### config.mk
export PLATFORM = sky130hd
export DESIGN_NAME = bsg_idiv_iterative
export DESIGN_NICKNAME = d
export VERILOG_FILES = /design/src/rtl/bsg_idiv_iterative_pkg.sv /design/src/rtl/bsg_idiv_iterative_controller.sv /design/src/rtl/bsg_idiv_iterative.sv
export SDC_FILE = /design/constraint.sdc
export NUM_CORES = 1
export LEC_CHECK = 0
export CAP_MARGIN = 0
export CORE_MARGIN = 2
export CORE_UTILIZATION = 30
export DETAILED_ROUTE_END_ITERATION = 8
export DONT_BUFFER_PORTS = 1
export GPL_TIMING_DRIVEN = 1
export SYNTH_ARGS = -nofsm -noshare
export SYNTH_HDL_FRONTEND = slang
export SYNTH_HIERARCHICAL = 1
export SYNTH_SLANG_ARGS = --single-unit
### constraint.sdc
create_clock -name clk_i -period 3.76 [get_ports clk_i]
set_input_delay 0.188 -clock clk_i [delete_from_list [all_inputs] [get_ports clk_i]]
set_output_delay 0.188 -clock clk_i [all_outputs]
set_load 0.02 [all_outputs]
### src/rtl/bsg_idiv_iterative_pkg.sv
// Shared state encoding and sizing helper for the iterative divider.
package bsg_idiv_iterative_pkg;

  typedef enum logic [2:0] {
    IDLE = 3'd0,
    PREP = 3'd1,
    CALC = 3'd2,
    FIX  = 3'd3,
    DONE = 3'd4
  } idiv_state_e;

  function automatic int idiv_ctr_width(input int width);
    return $clog2(width + 1);
  endfunction

endpackage

### src/rtl/bsg_idiv_iterative_controller.sv
// Divider sequencing: IDLE -> PREP -> CALC (width_p cycles) -> FIX -> DONE,
// plus the handshake outputs decoded from the state register.
module bsg_idiv_iterative_controller
  import bsg_idiv_iterative_pkg::*;
#(
  parameter int width_p = 32
) (
  input  logic        clk_i,
  input  logic        reset_i,
  input  logic        v_i,
  input  logic        yumi_i,
  output logic        ready_o,
  output logic        v_o,
  output idiv_state_e state_o
);

  localparam int ctr_w_lp = idiv_ctr_width(width_p);
  localparam logic [ctr_w_lp-1:0] last_iter_lp = ctr_w_lp'(width_p - 1);

  idiv_state_e         state_q, state_d;
  logic [ctr_w_lp-1:0] ctr_q, ctr_d;

  // State and iteration counter registers
  always_ff @(posedge clk_i) begin
    if (reset_i) begin
      state_q <= IDLE;
      ctr_q   <= {ctr_w_lp{1'b0}};
    end else begin
      state_q <= state_d;
      ctr_q   <= ctr_d;
    end
  end

  // Next-state and counter logic; CALC runs for counter values 0..width_p-1
  always_comb begin
    state_d = state_q;
    ctr_d   = ctr_q;
    case (state_q)
      IDLE: begin
        if (v_i) state_d = PREP;
        else     state_d = IDLE;
      end
      PREP: begin
        state_d = CALC;
        ctr_d   = {ctr_w_lp{1'b0}};
      end
      CALC: begin
        if (ctr_q == last_iter_lp) begin
          state_d = FIX;
        end else begin
          ctr_d = ctr_q + ctr_w_lp'(32'd1);
        end
      end
      FIX:  state_d = DONE;
      DONE: begin
        if (yumi_i) state_d = IDLE;
        else        state_d = DONE;
      end
      default: state_d = IDLE;
    endcase
  end

  // Handshake outputs decoded from the state register
  always_comb begin
    ready_o = 1'b0;
    v_o     = 1'b0;
    case (state_q)
      IDLE:    ready_o = 1'b1;
      DONE:    v_o     = 1'b1;
      default: begin
        ready_o = 1'b0;
        v_o     = 1'b0;
      end
    endcase
  end

  assign state_o = state_q;

endmodule

### src/rtl/bsg_idiv_iterative.sv
// Iterative signed/unsigned divider: one quotient bit per cycle via
// restoring shift-subtract on operand magnitudes, signs fixed up at the end.
module bsg_idiv_iterative
  import bsg_idiv_iterative_pkg::*;
#(
  parameter int width_p = 32
) (
  input  logic               clk_i,
  input  logic               reset_i,
  input  logic               v_i,
  output logic               ready_o,
  input  logic [width_p-1:0] dividend_i,
  input  logic [width_p-1:0] divisor_i,
  input  logic               signed_div_i,
  output logic [width_p-1:0] quotient_o,
  output logic [width_p-1:0] remainder_o,
  output logic               v_o,
  input  logic               yumi_i
);

  idiv_state_e state_s;

  logic [width_p-1:0] dividend_q, dividend_d;
  logic [width_p-1:0] divisor_q, divisor_d;
  logic               signed_q, signed_d;
  logic [width_p-1:0] quot_q, quot_d;
  logic [width_p-1:0] rem_q, rem_d;
  logic [width_p-1:0] dmag_q, dmag_d;
  logic               q_neg_q, q_neg_d;
  logic               r_neg_q, r_neg_d;
  logic               dz_q, dz_d;
  logic [width_p-1:0] quotient_q, quotient_d;
  logic [width_p-1:0] remainder_q, remainder_d;

  logic               a_neg_s, b_neg_s;
  logic [width_p:0]   shifted_s;
  logic               borrow_s;
  logic [width_p-1:0] diff_s;

  bsg_idiv_iterative_controller #(
    .width_p (width_p)
  ) u_ctrl (
    .clk_i   (clk_i),
    .reset_i (reset_i),
    .v_i     (v_i),
    .yumi_i  (yumi_i),
    .ready_o (ready_o),
    .v_o     (v_o),
    .state_o (state_s)
  );

  // Datapath registers
  always_ff @(posedge clk_i) begin
    if (reset_i) begin
      dividend_q  <= {width_p{1'b0}};
      divisor_q   <= {width_p{1'b0}};
      signed_q    <= 1'b0;
      quot_q      <= {width_p{1'b0}};
      rem_q       <= {width_p{1'b0}};
      dmag_q      <= {width_p{1'b0}};
      q_neg_q     <= 1'b0;
      r_neg_q     <= 1'b0;
      dz_q        <= 1'b0;
      quotient_q  <= {width_p{1'b0}};
      remainder_q <= {width_p{1'b0}};
    end else begin
      dividend_q  <= dividend_d;
      divisor_q   <= divisor_d;
      signed_q    <= signed_d;
      quot_q      <= quot_d;
      rem_q       <= rem_d;
      dmag_q      <= dmag_d;
      q_neg_q     <= q_neg_d;
      r_neg_q     <= r_neg_d;
      dz_q        <= dz_d;
      quotient_q  <= quotient_d;
      remainder_q <= remainder_d;
    end
  end

  // The (width_p+1)-bit trial remainder never exceeds 2*divisor, so a
  // width_p-bit difference is exact whenever no borrow occurs.
  assign a_neg_s   = signed_q & dividend_q[width_p-1];
  assign b_neg_s   = signed_q & divisor_q[width_p-1];
  assign shifted_s = {rem_q, quot_q[width_p-1]};
  assign borrow_s  = (shifted_s < {1'b0, dmag_q});
  assign diff_s    = shifted_s[width_p-1:0] - dmag_q;

  // Datapath next-state per controller phase
  always_comb begin
    dividend_d  = dividend_q;
    divisor_d   = divisor_q;
    signed_d    = signed_q;
    quot_d      = quot_q;
    rem_d       = rem_q;
    dmag_d      = dmag_q;
    q_neg_d     = q_neg_q;
    r_neg_d     = r_neg_q;
    dz_d        = dz_q;
    quotient_d  = quotient_q;
    remainder_d = remainder_q;
    case (state_s)
      IDLE: begin
        dividend_d = v_i ? dividend_i   : dividend_q;
        divisor_d  = v_i ? divisor_i    : divisor_q;
        signed_d   = v_i ? signed_div_i : signed_q;
      end
      PREP: begin
        quot_d  = a_neg_s ? -dividend_q : dividend_q;
        dmag_d  = b_neg_s ? -divisor_q  : divisor_q;
        rem_d   = {width_p{1'b0}};
        q_neg_d = a_neg_s ^ b_neg_s;
        r_neg_d = a_neg_s;
        dz_d    = (divisor_q == {width_p{1'b0}});
      end
      CALC: begin
        if (borrow_s) begin
          rem_d  = shifted_s[width_p-1:0];
          quot_d = {quot_q[width_p-2:0], 1'b0};
        end else begin
          rem_d  = diff_s;
          quot_d = {quot_q[width_p-2:0], 1'b1};
        end
      end
      FIX: begin
        // Divide-by-zero keeps the all-ones quotient regardless of sign.
        quotient_d  = (q_neg_q & ~dz_q) ? -quot_q : quot_q;
        remainder_d = r_neg_q ? -rem_q : rem_q;
      end
      DONE: begin
        quotient_d  = quotient_q;
        remainder_d = remainder_q;
      end
      default: begin
        quotient_d  = quotient_q;
        remainder_d = remainder_q;
      end
    endcase
  end

  assign quotient_o  = quotient_q;
  assign remainder_o = remainder_q;

endmodule

==> results.md <==
* Setup Skew at 0.01005 ns
* Vias in the first global route at 10650
* #FFs+latches synth at 237
* Worst-path maximum fanout at 4
* Drc violations at 0
* Hold Crit Endpoint: rem_q[4]
* CTS Buf Count at 28
* Finish-stage setup viols at 0
* Critical path launch point type: register
* Share of cells above drive strength 1 at ~5.2%
* Worst Reg-to-Reg Cells at 12
* CTS tree: built
* Die Width at between 200 and 250 um
* Clk network pwr share at around 33%
* RSZ-0062 raised after global routing: false
* Critical Path End Type: register
* Mapped Nets at roughly 1800
* Psw at ~3.2 mW
* Combinational share of power at 34.7%
* Port Buffers at 0
* Root buf cell: clkbuf_16
* Ys async rst share at 0%
* Ports at 135
* Hold Path Class: input pin to register
* Outcome: completed
* Clock Sinks at 237
* CORE AREA at 0.04298 mm2
* DP Cell Count at about 2100
* First-pass GRT wire length at 58560 um
* Post-DP HPWL at 26630 um
* Initial DRC Count at 719
* Leak at ~5.4 nW
* Placer Congestion at approximately 0.88
* Post-route setup TNS at 0 ns
* Cts repair resizes at 0
* Pwr dens at roughly 590 mW/mm2
* Simple-gate area share of the yosys netlist at 19.94%
* Reg clk slew, reported paths at 0.06 ns
* Row cnt at 76
* Xor-xnor portion of the synthesized cell area at 8.929%
* Mux cell area share after synthesis at 2.381%
* WP data required at 4.23 ns
* # diodes at 0
* Min Tclk post-route at 3.113 ns
* Later-pin clock latency in the skew report at between 0.5 and 0.6 ns
* Synth cell types at around 80
* Die area at 0.04512 mm2
* Routed wire length at 36850 um
* Synth warn at 6
* Sequential share of power at 32.5%
* Synth-to-Final Area Change at 16.61%
* Rel. slew slack at 26.21%
* Post-synthesis adder-cell area fraction at approximately 3.7%
* ANT nets after route at 0
* Internal cell power at between 5 and 6 mW
* H-tree depth at 1
* Final-report hold violation count at 0
* Hold path depth at 4
* DR WL/cell at 16.26 um
* Crit Path Class: register to register
* Post-Syn Area at 0.01303 mm2
* Reg-to-reg critical path endpoint: rem_q[26]
* Max Cap Viol at 0
* R2R Setup Slk at ~0.65 ns
* Largest family of logic cells by synthesized area: compound AO/OA/AOI/OAI gates
* Initial DRT Pass Iterations at 5
* Max Fclk at between 0.3 and 0.4 GHz
* Peak VDD IR at 0.4451 mV
* Sw Ratio at 35.04%
* Crit share post-route at 82.80%
* Via count of the routed design at between 10000 and 15000
* Clock Path Buffers at 3
* Initial Utilization at 30.32%
* Non-Filler Instances at 2266
* R2R Path Start: quot_q[31]
* Ys flop type: dfxtp_1
* Worst slew pin tran at 1.105 ns
* Syn_area_per_cell at about 7.9 um2
* Compound-cell area share of the yosys netlist at 23.89%
* Post-synthesis sequential area ratio at 36.41%
* Post-synth EDFFs at 0
* Vias per cell at 5.094
* GRT Resource Usage Total at 15.94%
* Initial antenna violation count at 1
* Synth Instances at 1648
* Die Y at 212.4 um
* Gr ovfl total at 0
* Largest net degree at the start of global routing at 207
* Slew Limit Fails at 0
* Min-delay src: reset_i
* Final nets at 1767
* Worst EP arrival at approximately 3.6 ns
-- flip-flops by register name, summed over array words and instances, names as in the netlist, 3 cells and up --
signal / count
quotient_o: 32
dmag_q: 32
dividend_q: 32
rem_q: 32
u_ctrl/state_o: 3
remainder_o: 32
u_ctrl/ctr_q: 6
quot_q: 32
divisor_q: 32
-- logic make-up after synthesis --
logic type	count (synthesis)
AOI/OAI and AO/OA	479
xor gates and xnor gates	132
adders and majority gates	38
buffers and inverters	153
DFF	237
muxes	31
and+or+nand+nor	578
-- final cells by class --
class,count,area [um2]
clock buffer,36,792.0
fill,4567,27780
multi-input combinational,1258,7687
timing repair buffer,81,823.3
tap,585,732.0
inverter,54,202.7
clock inverter,15,215.2
sequential,237,4745
-- layout by cell type, fill, tap and decap left out, types with 5 or more instances in the layout --
cell type,synthesis,routed
inv_1,54,54
dfxtp_1,237,237
and3_1,5,5
dlygate4sd3_1,0,68
xnor2_1,53,53
a211oi_1,78,78
or4_1,8,8
nor3b_1,6,6
a21oi_1,161,161
nand2b_1,11,11
a22o_1,6,6
mux2i_1,31,31
o21ai_0,69,69
clkinv_2,0,5
xor2_1,78,78
nor3_1,25,24
a31oi_1,11,11
clkbuf_16,0,29
or3_1,15,15
o21a_1,5,5
nand2_1,272,272
o21ai_1,9,9
and2_1,11,10
a311oi_1,16,16
nor2_1,150,149
a21o_1,13,13
o41ai_1,14,14
ha_1,37,37
nand4_1,8,8
nor2b_1,9,9
nand3_1,21,21
a22oi_1,30,30
bufinv_16,0,5
nor4_1,12,12
o31ai_1,20,20
buf_4,0,10
-- metal layers --
metal / vias to the layer above / part of all wire, % / global-route usage, %
li1: 5888 / - / -
met1: 5361 / 50 / 23.14
met2: 229 / 41 / 23.45
met3: 64 / 5.3 / 3.043
met4: 0 / 3.0 / 5.329
met5: - / 0 / 0
-- worst max-delay path, stage by stage (launching register included) --
cell,delay (ns)
dfxtp_1,0.35
inv_1,0.11
ha_1,0.25
fa_1,0.41
nor2b_1,0.19
o31a_1,0.19
o221ai_1,0.19
a211o_1,0.41
a21bo_2,0.24
o31ai_1,0.27
xor2_1,0.18
mux2i_1,0.09
o21ai_0,0.14
-- synth_stat cells (14+ instances only) --
library cell	instances	area share (%)
o31ai_1	20	1.2
a211oi_1	78	4.5
or3_1	15	0.72
nand3_1	21	0.81
inv_1	54	1.6
ha_1	37	3.6
xor2_1	78	5.2
nor2_1	150	4.3
xnor2_1	53	3.6
a311oi_1	16	1.1
o41ai_1	14	0.94
dfxtp_1	237	36
mux2i_1	31	2.4
nor3_1	25	0.96
a21oi_1	161	6.2
clkbuf_1	89	2.6
a22oi_1	30	1.7
nand2_1	272	7.8
o21ai_0	69	2.6
-- worst max path at each step --
stage | start | end | slack (ns) | cells past startpoint
finish | quot_q[31] | rem_q[26] | 0.65 | 12
global route | quot_q[31] | rem_q[26] | 0.42 | 12
CTS | quot_q[31] | rem_q[26] | 0.67 | 12
detailed placement | quot_q[31] | rem_q[26] | 0.68 | 12
global placement | quot_q[31] | rem_q[26] | 0.74 | 12
floorplan | rem_q[5] | rem_q[31] | 0.96 | 11
-- through the flow --
| stage | utilization, % | worst slack, ns | hold slack [ns] | area [um2] | total power, mW |
|---|---|---|---|---|---|
| global route | 35.36 | 0.4248 | 0.1030 | 15200 | 9.578 |
| global placement | 31.37 | 0.7381 | 0.2763 | 13480 | 5.966 |
| detailed placement | 31.37 | 0.6772 | 0.2772 | 13480 | 6.006 |
| CTS | 35.36 | 0.6686 | 0.07017 | 15200 | 9.100 |
| floorplan | - | 0.9574 | 0.3240 | 13030 | 5.420 |
| finish | 35.36 | 0.6466 | 0.1073 | 15200 | 9.029 |
-- timing repair --
action	CTS	global route
hold endpoints to repair	205	0
setup buffers	0	0
hold buffers	69	0
-- power groups by stage --
stage	registers (mW)	clock network [mW]	logic [mW]
final	2.94	2.96	3.13
after CTS	2.94	3.04	3.12
after detailed placement	2.99	0	3.01
after global placement	2.98	0	2.98
after global routing	2.97	3.13	3.47
after floorplan	2.90	0	2.52
Note: power is estimated with default switching activity, not from simulation.
